`src/rtl/dmem_loader.sv`:
```
// dmem_loader
//
// Byte-stream loader/dumper in front of the 256x8 data memory. It owns the
// memory's single address/write port: in IDLE the core's request passes
// straight through; once a transfer is started the loader drives the port and
// either writes an incoming byte stream to consecutive addresses (LOAD) or
// reads consecutive addresses out on a byte stream (DUMP).
//
// Handshake semantics (both streams): a beat transfers at a rising edge of Clk
// where valid and ready are both high. Valid, once raised by a producer, stays
// high and its data stays stable until the beat transfers. The loader holds
// InReady high for the whole LOAD phase and OutValid high for the whole DUMP
// phase, so for LOAD a beat is InValid alone and for DUMP a beat is OutReady
// alone.
//
// Ports
//   Clk, Reset                   clock, synchronous active-high reset
//   i_Start, i_Mode              transfer request (IDLE only); 0=LOAD, 1=DUMP
//   i_BaseAddr, i_Count          first address and byte count, latched with Start
//   i_InValid/i_InData/o_InReady     LOAD stream
//   o_OutValid/o_OutData/i_OutReady  DUMP stream
//   o_Busy, o_Done               transfer in progress / one-cycle completion
//   i_Core*                      core-side memory request
//   o_Mem*, i_MemDataOut         data memory port (combinational read data)
//   o_State                      current FSM state, for debug and checkers

module dmem_loader #(
  parameter int W = 8,
  parameter int A = 8
) (
  input  logic         Clk,
  input  logic         Reset,
  input  logic         i_Start,
  input  logic         i_Mode,
  input  logic [A-1:0] i_BaseAddr,
  input  logic [A:0]   i_Count,
  input  logic         i_InValid,
  input  logic [W-1:0] i_InData,
  output logic         o_InReady,
  output logic         o_OutValid,
  output logic [W-1:0] o_OutData,
  input  logic         i_OutReady,
  output logic         o_Busy,
  output logic         o_Done,
  input  logic         i_CoreWriteEn,
  input  logic [A-1:0] i_CoreAddr,
  input  logic [W-1:0] i_CoreDataIn,
  output logic         o_MemWriteEn,
  output logic [A-1:0] o_MemAddr,
  output logic [W-1:0] o_MemDataIn,
  input  logic [W-1:0] i_MemDataOut,
  output logic [1:0]   o_State
);

  typedef enum logic [1:0] {
    S_IDLE   = 2'd0,
    S_LOAD   = 2'd1,
    S_DUMP   = 2'd2,
    S_FINISH = 2'd3
  } state_t;

  // One full pass over the memory; larger counts are clamped to this so no
  // address is ever visited twice in one transfer.
  localparam logic [A:0] FULL_COUNT = {1'b1, {A{1'b0}}};

  state_t       r_state;
  state_t       w_next_state;
  logic [A-1:0] r_addr;
  logic [A:0]   r_remaining;
  logic         w_accept;
  logic         w_beat;
  logic         w_last;

  assign w_accept = (r_state == S_IDLE) && i_Start;
  assign w_beat   = ((r_state == S_LOAD) && i_InValid) ||
                    ((r_state == S_DUMP) && i_OutReady);
  assign w_last   = w_beat && (r_remaining == (A+1)'(1));

  // State register
  always_ff @(posedge Clk) begin
    if (Reset) begin
      r_state <= S_IDLE;
    end else begin
      r_state <= w_next_state;
    end
  end

  // Next-state logic
  always_comb begin
    w_next_state = r_state;
    case (r_state)
      S_IDLE: begin
        if (i_Start) begin
          if (i_Count == '0) begin
            w_next_state = S_FINISH;
          end else if (i_Mode) begin
            w_next_state = S_DUMP;
          end else begin
            w_next_state = S_LOAD;
          end
        end
      end
      S_LOAD, S_DUMP: begin
        if (w_last) begin
          w_next_state = S_FINISH;
        end
      end
      S_FINISH: w_next_state = S_IDLE;
      default:  w_next_state = S_IDLE;
    endcase
  end

  // Address pointer and beat counter
  always_ff @(posedge Clk) begin
    if (Reset) begin
      r_addr      <= '0;
      r_remaining <= '0;
    end else if (w_accept) begin
      r_addr      <= i_BaseAddr;
      r_remaining <= (i_Count > FULL_COUNT) ? FULL_COUNT : i_Count;
    end else if (w_beat) begin
      r_addr      <= r_addr + (A)'(1);
      r_remaining <= r_remaining - (A+1)'(1);
    end
  end

  // Output logic
  always_comb begin
    o_InReady    = 1'b0;
    o_OutValid   = 1'b0;
    o_Busy       = 1'b0;
    o_Done       = 1'b0;
    o_MemWriteEn = 1'b0;
    o_MemAddr    = r_addr;
    o_MemDataIn  = i_InData;
    case (r_state)
      S_IDLE: begin
        o_MemWriteEn = i_CoreWriteEn;
        o_MemAddr    = i_CoreAddr;
        o_MemDataIn  = i_CoreDataIn;
      end
      S_LOAD: begin
        o_InReady    = 1'b1;
        o_Busy       = 1'b1;
        o_MemWriteEn = i_InValid;
      end
      S_DUMP: begin
        o_OutValid = 1'b1;
        o_Busy     = 1'b1;
      end
      S_FINISH: begin
        o_Busy = 1'b1;
        o_Done = 1'b1;
      end
      default: begin
        o_Busy = 1'b0;
      end
    endcase
    // Reset is synchronous, so the state may still be active during the reset
    // cycle; mask everything so the memory's reset preload is never disturbed
    // and an aborted transfer shows neither Busy nor Done.
    if (Reset) begin
      o_InReady    = 1'b0;
      o_OutValid   = 1'b0;
      o_Busy       = 1'b0;
      o_Done       = 1'b0;
      o_MemWriteEn = 1'b0;
    end
  end

  // Zero read latency: the memory read data for r_addr is the stream data.
  assign o_OutData = i_MemDataOut;
  assign o_State   = r_state;

endmodule

```
`config.mk`:
```
export PLATFORM = sky130hd
export DESIGN_NAME = dmem_loader
export DESIGN_NICKNAME = d
export VERILOG_FILES = /design/src/rtl/dmem_loader.sv
export SDC_FILE = /design/constraint.sdc
export NUM_CORES = 1
export LEC_CHECK = 0
export ABC_AREA = 1
export CAP_MARGIN = 30
export CORE_MARGIN = 4
export CORE_UTILIZATION = 30
export CTS_BUF_LIST = sky130_fd_sc_hd__clkbuf_4 sky130_fd_sc_hd__clkbuf_8
export DETAILED_ROUTE_END_ITERATION = 10
export DONT_BUFFER_PORTS = 1
export GPL_TIMING_DRIVEN = 0
export SETUP_SLACK_MARGIN = 0.05
export SLEW_MARGIN = 15
export SYNTH_ARGS = -nofsm -noshare
export SYNTH_HDL_FRONTEND = slang
export SYNTH_SLANG_ARGS = --single-unit
```
`constraint.sdc`:
```
create_clock -name Clk -period 1.5 [get_ports Clk]
set_input_delay 0.3 -clock Clk [delete_from_list [all_inputs] [get_ports Clk]]
set_output_delay 0.3 -clock Clk [all_outputs]
set_load 0.01 [all_outputs]
```
==> results of run 1 <==
-- repair_timing --
| item | 4_1_cts | 5_1_grt |
|---|---|---|
| pin swaps | 8 | 14 |
| endpoints found under the setup margin | 35 | 38 |
| resized for setup | 56 | 32 |
| buffers inserted | 7 | 1 |
| cloned | 1 | 1 |
-- cell usage in the layout, fill, tap and decap left out --
| cell type | Yosys | layout |
|---|---|---|
| nand2_1 | 92 | 55 |
| inv_1 | 33 | 30 |
| nor2_1 | 31 | 28 |
| nand2_2 | 1 | 22 |
| nand3_1 | 17 | 17 |
| dfxtp_1 | 19 | 17 |
| nand2_4 | 0 | 16 |
| buf_4 | 9 | 16 |
| a21oi_1 | 14 | 13 |
| o21ai_0 | 12 | 9 |
| o21ai_1 | 6 | 6 |
| ha_1 | 7 | 6 |
| a31oi_1 | 5 | 5 |
| nor3_1 | 4 | 4 |
| buf_6 | 1 | 4 |
| inv_4 | 1 | 3 |
| o21ai_4 | 0 | 3 |
| xor2_1 | 3 | 3 |
| a211oi_1 | 3 | 3 |
| clkbuf_8 | 0 | 3 |
| clkbuf_16 | 0 | 2 |
| inv_6 | 0 | 2 |
| buf_8 | 0 | 2 |
| clkbuf_1 | 5 | 2 |
| nor2_4 | 1 | 2 |
| nor2_2 | 0 | 2 |
| or2_1 | 2 | 2 |
| o221ai_1 | 2 | 2 |
| dfxtp_4 | 0 | 2 |
| a21oi_2 | 0 | 1 |
| nand4_1 | 1 | 1 |
| xnor2_1 | 1 | 1 |
| ha_4 | 0 | 1 |
| clkinv_2 | 0 | 1 |
-- per-stage QoR --
step / instances / total power (W) / cell area (um^2)
floorplan: 272 / 0.00281 / 1590
global placement: 342 / 0.00328 / 1670
detailed placement: 342 / 0.00331 / 1670
CTS: 354 / 0.00448 / 1970
global route: 356 / 0.00535 / 2120
finish: 356 / 0.00489 / 2120
-- Yosys cell counts --
cell type / n / area (um^2)
ha_1: 7 / 87.6
inv_4: 1 / 6.26
buf_4: 9 / 67.6
buf_2: 1 / 5.00
nor2_4: 1 / 11.3
nor2_1: 31 / 116
nor3_1: 4 / 20.0
xor2_1: 3 / 26.3
or2_1: 2 / 12.5
nand4_1: 1 / 6.26
a31oi_1: 5 / 31.3
nand3_1: 17 / 85.1
xnor2_1: 1 / 8.76
dfxtp_1: 19 / 380
a211oi_1: 3 / 22.5
clkbuf_1: 5 / 18.8
nand2_1: 92 / 345
nand2_2: 1 / 6.26
buf_6: 1 / 11.3
o21ai_1: 6 / 30.0
o221ai_1: 2 / 17.5
inv_2: 1 / 3.75
o21ai_0: 12 / 60.1
inv_1: 33 / 124
a21oi_1: 14 / 70.1
-- state kept, by name (all words and copies together), names as in the netlist --
signal and flops:
o_State 2, r_addr 8, r_remaining 9
-- area by class of cell --
class | count | share of cell area (%)
multi-input cells | 202 | 56.4
clock buffers | 3 | 1.95
well taps | 70 | 4.14
inverters | 35 | 7.04
flip-flops and latches | 19 | 18.3
clock inverters | 1 | 0.237
repair buffers | 10 | 4.08
plain buffers | 16 | 7.87
-- how the worst min path moves through the flow --
stage | from | end | slack [ps] | cells after the start
2_1_floorplan | r_remaining[7] | r_remaining[7] | 450 | 2
3_3_place_gp | r_remaining[7] | r_remaining[7] | 470 | 2
3_5_place_dp | Reset | r_remaining[2] | 480 | 3
4_1_cts | Reset | r_remaining[8] | 200 | 3
5_1_grt | i_BaseAddr[1] | r_addr[1] | 200 | 2
6_report | Reset | r_remaining[8] | 190 | 3
-- worst max-delay path: stages (launching register included) --
cell	delay (ps)
dfxtp_4	390
inv_4	50
ha_4	200
inv_6	90
clkbuf_16	150
nand2_2	50
nand2_2	80
-- power breakdown --
part / switching [W] / internal, W / leakage (nW) / total, W
combinational: 0.00209 / 0.00147 / 0.818 / 0.00356
clock: 0.000193 / 0.000185 / 0.0255 / 0.000379
sequential: 0.000232 / 0.000719 / 0.158 / 0.000951
-- cells by family after synthesis --
kind of cell               share of synthesized area, %
xor gates and xnor gates                           2.23
and+or+nand+nor                                    38.3
DFF                                                24.2
AOI/OAI and AO/OA                                  14.7
buffers and inverters                              15.0
adders and majority gates                          5.56
-- routing by layer --
| metal | share of wire, % | global-route usage, % | up-vias |
|---|---|---|---|
| met5 | 0 | 0 | - |
| met2 | 50 | 27.7 | 60 |
| met3 | 7.3 | 3.48 | 4 |
| met4 | 0.83 | 3.38 | 0 |
| li1 | - | - | 883 |
| met1 | 42 | 17.8 | 810 |
==> results by group, run 1 <==
Critical path
  • Critical path class: flip-flop to primary output
  • Crit path DAT: 1290 ps
  • Critical path origin: o_State[0]
  • Flop2flop setup slack: roughly 20 ps
  • Worst r2r dst: r_remaining[2]
  • Crit path launch type: flip-flop
  • Critical R2R Launch: o_State[0]
  • Critical path endpoint category: primary output
  • Req. time, crit path: between 1000 and 1500 ps
  • Worst setup endpoint: o_MemDataIn[3]
  • Reg2Reg Depth: 7
  • CP max FO: 6

STA
  • Final hold viol count: 0
  • Min Hold Slack: roughly 190 ps
  • Unrepaired setup endpoints after global routing: yes
  • Final setup viols: 17
  • Setup TNS: -914 ps
  • Fmax achieved: between 600 and 700 MHz
  • Post-route setup slack: -85.7 ps
  • Final Skew: between 10 and 15 ps
  • Slew Viols, Final: 0
  • Worst-margin pin slew: approximately 640 ps
  • Slew margin rel.: between 50% and 60%
  • Period utilization: 106%
  • Period minus WS final: approximately 1600 ps

Finish
  • Multi-input logic area: between 1000 and 1500 um^2
  • Ant. Diodes: 0
  • Fillers: 556
  • Share of layout cells above drive strength 1: 28.7%
  • NumNets Final: 350
  • Final Util: around 41%
  • Register Area: just under 400 um^2
  • Layout area overhead: 34.4%

Placed design
  • Hpwl dp: 3.63 mm
  • GP Congestion: 0.856
  • Pre-CTS setup slack: -194 ps
  • I/O Buffers: 0

Logic synthesis
  • Yosys warns: 0
  • Synthesized area: 1570 um^2
  • Netlist cell types: 25
  • Syn Inst Count: between 200 and 300
  • Syn nets: between 300 and 400
  • Post-synthesis sequential area ratio: ~24%
  • Avg Inst Size Synth: a little under 6 um^2
  • Synthesized flop and latch total: 19

Detailed routing
  • Via Count: between 1500 and 2000
  • 1st-pass router iterations: 4
  • Drt initial violations: 85
  • Routed wire length: 5.06 mm
  • Final ANT Viol Nets: 0
  • Vias/cell: around 4.9
  • Drt wl/cell: ~14 um
  • Remaining DRCs: 0

CTS
  • Hold Buf Count CTS: 0
  • CTS H-tree depth: 1
  • Clock Tree Root: clkbuf_8
  • CTS tree: yes
  • TritonCTS Buffers: 3
  • # clock sinks: 19
  • Clk slew on worst S/H paths: around 80 ps
  • Clock tree buffer depth: 2
  • Clk_lat worst skew: ~270 ps

Die
  • Die area: 6470 um^2
  • Placeable Area: approximately 5000 um^2
  • Die width: 80.4 um
  • Initial Util: a little under a third
  • Total I/O pin count: 87
  • Row Count: 26
  • Die span in y: roughly 80 um

Global routing
  • Initial antenna violation count: 0
  • GRT overflow: 0
  • Largest net degree at the start of global routing: 12
  • GRT Overall Usage: between 10% and 20%
  • Global-route wire length before repair: just under 8 mm
  • Vias in the first global route: around 1700

Outcome
  • Failing checks: setup timing
  • Outcome: complete, but fails checks

Pwr
  • Power Density: 2310 nW/um^2
  • Max rail drop VDD: 0.808 mV
  • Leakage: 1.00 nW

Min path
  • Worst hold path class: input pin to flip-flop

Job
  • Total of max-cap violations: 0
No activity file was read; power rests on OpenSTA's default activity.
==> run 2: changes to the inputs <==
--- a/config.mk
+++ b/config.mk
@@ -14,6 +14,8 @@
 export DONT_BUFFER_PORTS = 1
 export GPL_TIMING_DRIVEN = 0
 export SETUP_SLACK_MARGIN = 0.05
+export SKIP_CTS_REPAIR_TIMING = 1
+export SKIP_LAST_GASP = 1
 export SLEW_MARGIN = 15
 export SYNTH_ARGS = -nofsm -noshare
 export SYNTH_HDL_FRONTEND = slang
==> run 2 against run 1 <==
Against the previous run:
- the flow still finishes with violations (setup timing)
- hold slack got worse by 14 ps
- core utilization rose by 0.15 points
- combinational power barely moved
- power rose by 0.53%
- first-iteration DRC count fell by 22%
- non-clock buffer count rose by 5
- clock power fell by 2%
- die area did not move
- register-to-register slack got worse by 80 ps
- cell area rose by 0.35%
- sequential power barely moved
- global-route usage fell by 0.95 points
- critical endpoint is now o_MemDataIn[1]
- highest routed layer unchanged
==> results by group, run 2 (synthesis results as in run 1) <==
Outcome
  • Outcome: complete, but fails checks
  • Failing checks: setup timing

STA
  • Period minus WS final: 1580 ps (-5.78 ps)
  • Worst-margin pin slew: 667 ps (+25.6 ps)
  • Fmax achieved: 633 MHz (+0.37%)
  • Final Skew: 9.22 ps (-2.21 ps)
  • Slew Viols, Final: 0 (unchanged)
  • Slew margin rel.: 55.5% (-1.7 points)
  • Min Hold Slack: 181 ps (-13.5 ps)
  • Post-route setup slack: -79.9 ps (+5.78 ps)
  • Final setup viols: 23 (+6)
  • Unrepaired setup endpoints after global routing: yes
  • Period utilization: 105% (-0.39 points)
  • Final hold viol count: 0 (unchanged)

Min path
  • Hold Path Depth: 3 (unchanged)
  • Worst hold path class: input pin to flip-flop

Pwr
  • Clock power frac: 7.5% (-0.2 points)
  • P_sw: 0.00245 W (-2.5%)
  • Power, Total: 0.00491 W (+0.53%)
  • Leakage: 0.994 nW (-0.84%)
  • Power Density: 2310 nW/um^2 (+0.18%)
  • Cell Int Power: 0.00246 W (+3.8%)
  • Switching power share of the total: 49.9% (-1.6 points)
  • Combinational Power Share: 73.1% (+0.3 points)
  • Max rail drop VDD: 0.727 mV (-10%)
  • Sequential power share: 19.4% (about the same)

Critical path
  • Critical path class: flip-flop to primary output
  • Crit path DAT: 1280 ps (about the same)
  • Crit path launch type: flip-flop
  • CP max FO: 6 (unchanged)
  • CP delay by family, top: flip-flops
  • Critical path endpoint category: primary output
  • Crit path cell chain: inv_4 > ha_4 > clkbuf_16 > nand2_1 > nand2_2
  • Slowest cell on the critical path: dfxtp_4
  • CP Depth: 5 (-1)
  • Worst path bufs/invs: 2 (-1)
  • Reg2Reg Depth: 9 (+2)
  • Req. time, crit path: 1200 ps (about the same)
  • Largest stage delay, worst path: 370 ps (-20 ps)

Detailed routing
  • Remaining DRCs: 0 (unchanged)
  • Final ANT Viol Nets: 0 (unchanged)
  • Drt initial violations: 66 (-22%)
  • Drt wl/cell: 13.8 um (-3.2%)
  • 1st-pass router iterations: 4 (unchanged)
  • Vias/cell: 4.88 (-1.1%)
  • Via Count: 1767 (+0.57%)
  • Routed wire length: 4.98 mm (-1.5%)

Global routing
  • Vias in the first global route: 1585 (-6.3%)
  • Global-route wire length before repair: 7.21 mm (-6.6%)
  • Initial antenna violation count: 1 (+1)
  • GRT overflow: 0 (unchanged)
  • GRT Overall Usage: 14.2% (-0.95 points)
  • Largest net degree at the start of global routing: 12 (unchanged)

CTS
  • Clk_lat worst skew: 260 ps (about the same)
  • CTS tree: yes
  • TritonCTS Buffers: 3 (unchanged)
  • Clock tree buffer depth: 2 (unchanged)
  • Clock Tree Root: clkbuf_8
  • # clock sinks: 19 (unchanged)
  • CTS H-tree depth: 1 (unchanged)
  • Clk slew on worst S/H paths: 80 ps (about the same)

Die
  • Total I/O pin count: 87 (unchanged)
  • Die area: 6470 um^2 (unchanged)
  • Die width: 80.4 um (unchanged)
  • Placeable Area: 5110 um^2 (unchanged)
  • Die span in y: 80.4 um (unchanged)
  • Initial Util: 30.8% (unchanged)
  • Row Count: 26 (unchanged)

Finish
  • Most frequent cells in the layout: nand2_1, inv_1, nor2_1
  • Design area: 2120 um^2 (+0.35%)
  • Final Util: 41.6% (+0.15 points)
  • Share of layout cells above drive strength 1: 27.5% (-1.2 points)
  • Most common cell after layout, fill and taps aside: nand2_1
  • Largest register FFs: 9 (unchanged)
  • Fillers: 550 (-1.1%)
  • Layout area overhead: 34.9%
  • NumNets Final: 355 (+1.4%)
  • Top reg by flops: r_remaining

Placed design
  • GP Congestion: 0.856 (unchanged)
  • Hpwl dp: 3.63 mm (unchanged)
  • I/O Buffers: 0 (unchanged)
  • Placement Cell Area: 1670 um^2 (unchanged)
  • Pre-CTS setup slack: -194 ps (unchanged)

Job
  • Total of max-cap violations: 0 (unchanged)
-- run 2: power groups by stage --
stage	clock network [W]	logic [W]	registers (W)
floorplan	0	0.00194	0.000873
detailed placement	0	0.00239	0.000921
global placement	0	0.00236	0.000921
finish	0.000370	0.00359	0.000951
CTS	0.000379	0.00239	0.000914
global route	0.000397	0.00400	0.000986
-- run 2: metal layers --
metal / vias to the layer above / part of all wire (%) / global-route usage [%] / wire, um
li1: 893 / - / - / -
met1: 800 / 41 / 16.9 / 2030
met2: 70 / 49 / 25.4 / 2440
met3: 4 / 9.0 / 3.59 / 449
met4: 0 / 1.1 / 3.21 / 55
met5: - / 0 / 0 / 0
-- run 2: final timing paths --
kind	from	endpoint	slack, ps
max	o_State[1]	o_MemDataIn[1]	-80
min	Reset	r_remaining[8]	180
max reg2reg	o_State[0]	r_remaining[3]	-60
min reg2reg	r_remaining[7]	r_remaining[7]	490
-- run 2: per-stage QoR --
| stage | cells | setup TNS, ps |
|---|---|---|
| floorplan | 272 | 0 |
| global placement | 342 | -3180 |
| detailed placement | 342 | -3630 |
| CTS | 346 | -8690 |
| global route | 362 | -3440 |
| finish | 362 | -1200 |
-- run 2: worst reg2reg max path: cells and delay by family (launching register included) --
family          cells  cell delay, ps
compound gates      2             170
fa+ha+maj           1             210
buf+inv             4             340
flops               1             390
simple gates        2             320
-- run 2: layout make-up --
cell class,instances,area (um^2),area share [%]
antenna,1,2.50,0.118
buffer,16,154,7.25
clock buffer,3,41.3,1.94
clock inverter,1,5.00,0.236
inverter,35,151,7.13
multi-input combinational,202,1140,53.8
sequential,19,388,18.3
tap,70,87.6,4.12
timing repair buffer,15,151,7.13
==> run 3: changes to the inputs <==
--- a/config.mk
+++ b/config.mk
@@ -6,13 +6,13 @@
 export NUM_CORES = 1
 export LEC_CHECK = 0
 export ABC_AREA = 1
-export CAP_MARGIN = 30
-export CORE_MARGIN = 4
+export CAP_MARGIN = 20
 export CORE_UTILIZATION = 30
 export CTS_BUF_LIST = sky130_fd_sc_hd__clkbuf_4 sky130_fd_sc_hd__clkbuf_8
 export DETAILED_ROUTE_END_ITERATION = 10
 export DONT_BUFFER_PORTS = 1
 export GPL_TIMING_DRIVEN = 0
+export PLACE_DENSITY = 0.45
 export SETUP_SLACK_MARGIN = 0.05
 export SKIP_CTS_REPAIR_TIMING = 1
 export SKIP_LAST_GASP = 1
==> run 3 against run 2 <==
Against the previous run:
- the run still ends with setup timing left
- cell area is 4.0% lower
- flip-flop and latch count unchanged
- maximum frequency about the same
- hold slack improved by 13 ps
- sequential share of layout area grew 0.76 points
- global-route usage rose by 2.9 points
- via count decreased by 4.5%
- clock skew fell by 8.2 ps
- sequential power down 0.4%
- wire length fell by 6.8%
- highest routed layer unchanged
==> results by group, run 3 (synthesis results as in run 1) <==
Outcome
  • Outcome: complete, but fails checks
  • Failing checks: setup timing

Die
  • Placeable Area: 4880 um^2 (-4.5%)
  • Die width: 74.4 um (-7.5%)
  • Total I/O pin count: 87 (unchanged)
  • Initial Util: 32.3% (+1.4 points)
  • Row Count: 25 (-3.8%)
  • Die span in y: 74.4 um (-7.5%)
  • Die area: 5540 um^2 (-14%)

CTS
  • Clock Tree Root: clkbuf_8
  • TritonCTS Buffers: 3 (unchanged)
  • Clk slew on worst S/H paths: 80 ps (about the same)
  • CTS H-tree depth: 1 (unchanged)
  • Clock tree buffer depth: 2 (unchanged)
  • Clk_lat worst skew: 260 ps (about the same)
  • CTS tree: yes
  • # clock sinks: 19 (unchanged)

Detailed routing
  • Routed wire length: 4.64 mm (-6.8%)
  • Drt initial violations: 73 (+11%)
  • Drt wl/cell: 13.1 um (-4.7%)
  • Vias/cell: 4.77 (-2.4%)
  • Final ANT Viol Nets: 0 (unchanged)
  • 1st-pass router iterations: 4 (unchanged)
  • Via Count: 1687 (-4.5%)
  • Remaining DRCs: 0 (unchanged)

Global routing
  • GRT overflow: 0 (unchanged)
  • Largest net degree at the start of global routing: 11 (-1)
  • Initial antenna violation count: 0 (-1)
  • Global-route wire length before repair: 7.11 mm (-1.4%)
  • GRT Overall Usage: 17.1% (+2.9 points)
  • Vias in the first global route: 1487 (-6.2%)

Finish
  • Ant. Diodes: 0 (-1)
  • Top reg by flops: r_remaining
  • Fillers: 549 (-0.18%)
  • Layout area overhead: 29.5%
  • NumNets Final: 351 (-1.1%)
  • Largest register FFs: 9 (unchanged)
  • Design area: 2040 um^2 (-4.0%)
  • Register Area: 388 um^2 (unchanged)
  • Non-Filler Instances: 354 (-2.2%)
  • Share of layout cells above drive strength 1: 25.8% (-1.7 points)
  • Final Util: 41.8% (+0.20 points)
  • Most common cell after layout, fill and taps aside: nand2_1
  • Most frequent cells in the layout: nand2_1, inv_1, nor2_1
  • Multi-input logic area: 1100 um^2 (-3.5%)

Critical path
  • Flop2flop setup slack: -40 ps (+20 ps)
  • Reg2Reg Depth: 9 (unchanged)
  • Critical path class: flip-flop to primary output
  • CP max FO: 6 (unchanged)
  • Crit path DAT: 1280 ps (about the same)
  • Critical R2R Launch: o_State[0]
  • Worst r2r dst: r_remaining[3]
  • Req. time, crit path: 1200 ps (about the same)
  • Crit path launch type: flip-flop
  • Critical path endpoint category: primary output

Placed design
  • I/O Buffers: 0 (unchanged)
  • GP Congestion: 0.853 (-0.35%)
  • Post-Place Cells: 339 (-0.88%)
  • Placement Cell Area: 1670 um^2 (-0.22%)
  • Pre-CTS setup slack: -217 ps (-23.3 ps)
  • Hpwl dp: 3.46 mm (-4.7%)

STA
  • Final setup viols: 23 (unchanged)
  • Period utilization: 105% (about the same)
  • Final hold viol count: 0 (unchanged)
  • Fmax achieved: 632 MHz (about the same)
  • Period minus WS final: 1580 ps (+1.18 ps)
  • Post-route setup slack: -81.1 ps (-1.18 ps)
  • Worst-margin pin slew: 662 ps (-5.07 ps)
  • Unrepaired setup endpoints after global routing: yes
  • Final Skew: 1.03 ps (-8.19 ps)
  • Slew margin rel.: 55.9% (+0.34 points)
  • Slew Viols, Final: 0 (unchanged)

Pwr
  • Power Density: 2320 nW/um^2 (+0.38%)
  • Power, Total: 0.00473 W (-3.6%)
  • Max rail drop VDD: 1.34 mV (+85%)
  • Leakage: 0.973 nW (-2.1%)

Min path
  • Min-Delay Endpoint: r_addr[1]
  • Hold Path Depth: 2 (-1)
  • Hold path startpoint: i_BaseAddr[1]
  • Worst hold path class: input pin to flip-flop

Job
  • Total of max-cap violations: 0 (unchanged)
-- run 3: cell count changes in the layout (fill, tap and decap cells not counted), sizes merged --
cell	change
buf	-3
clkinv	-1
diode	-1
-- run 3: final cells by class --
class                           count  area share, %
Multi-Input combinational cell    202           54.1
Clock buffer                        4           2.39
Tap cell                           67           4.11
Timing Repair Buffer               11           5.28
Buffer                             16           7.55
Inverter                           35           7.55
Sequential cell                    19           19.0
-- run 3: layer usage --
metal	wire, um	share of wire (%)	up-vias	GRT usage [%]
met5	0	0	-	0
met1	2260	49	743	23.0
met2	2070	45	55	27.9
met3	281	6.1	2	3.93
li1	-	-	887	-
met4	29	0.62	0	3.77
-- run 3: report_power, final --
group	switching [W]	internal (W)	leakage [nW]
logic	0.00196	0.00142	0.788
clock network	0.000191	0.000207	0.0262
registers	0.000228	0.000719	0.158
-- run 3: how the worst max path moves through the flow --
stage / from / slack [ps] / cells past startpoint / to
finish: o_State[1] / -80 / 6 / o_MemAddr[2]
global route: o_State[1] / -150 / 6 / o_MemAddr[2]
CTS: o_State[0] / -450 / 5 / o_MemAddr[0]
detailed placement: o_State[0] / -220 / 9 / r_remaining[1]
global placement: o_State[1] / -190 / 9 / r_remaining[3]
floorplan: o_State[0] / 50 / 9 / r_remaining[3]
-- run 3: stage by stage --
stage	hold WS, ps	TNS, ps
2_1_floorplan	453	0
3_3_place_gp	471	-3130
3_5_place_dp	471	-3710
4_1_cts	190	-9150
5_1_grt	201	-3150
6_report	194	-1040
-- run 3: critical path, stage by stage, from the launching register on --
cell	delay, ps
dfxtp_4	380
inv_4	70
ha_4	220
inv_8	60
clkbuf_16	150
nand2_1	70
nand2_2	70
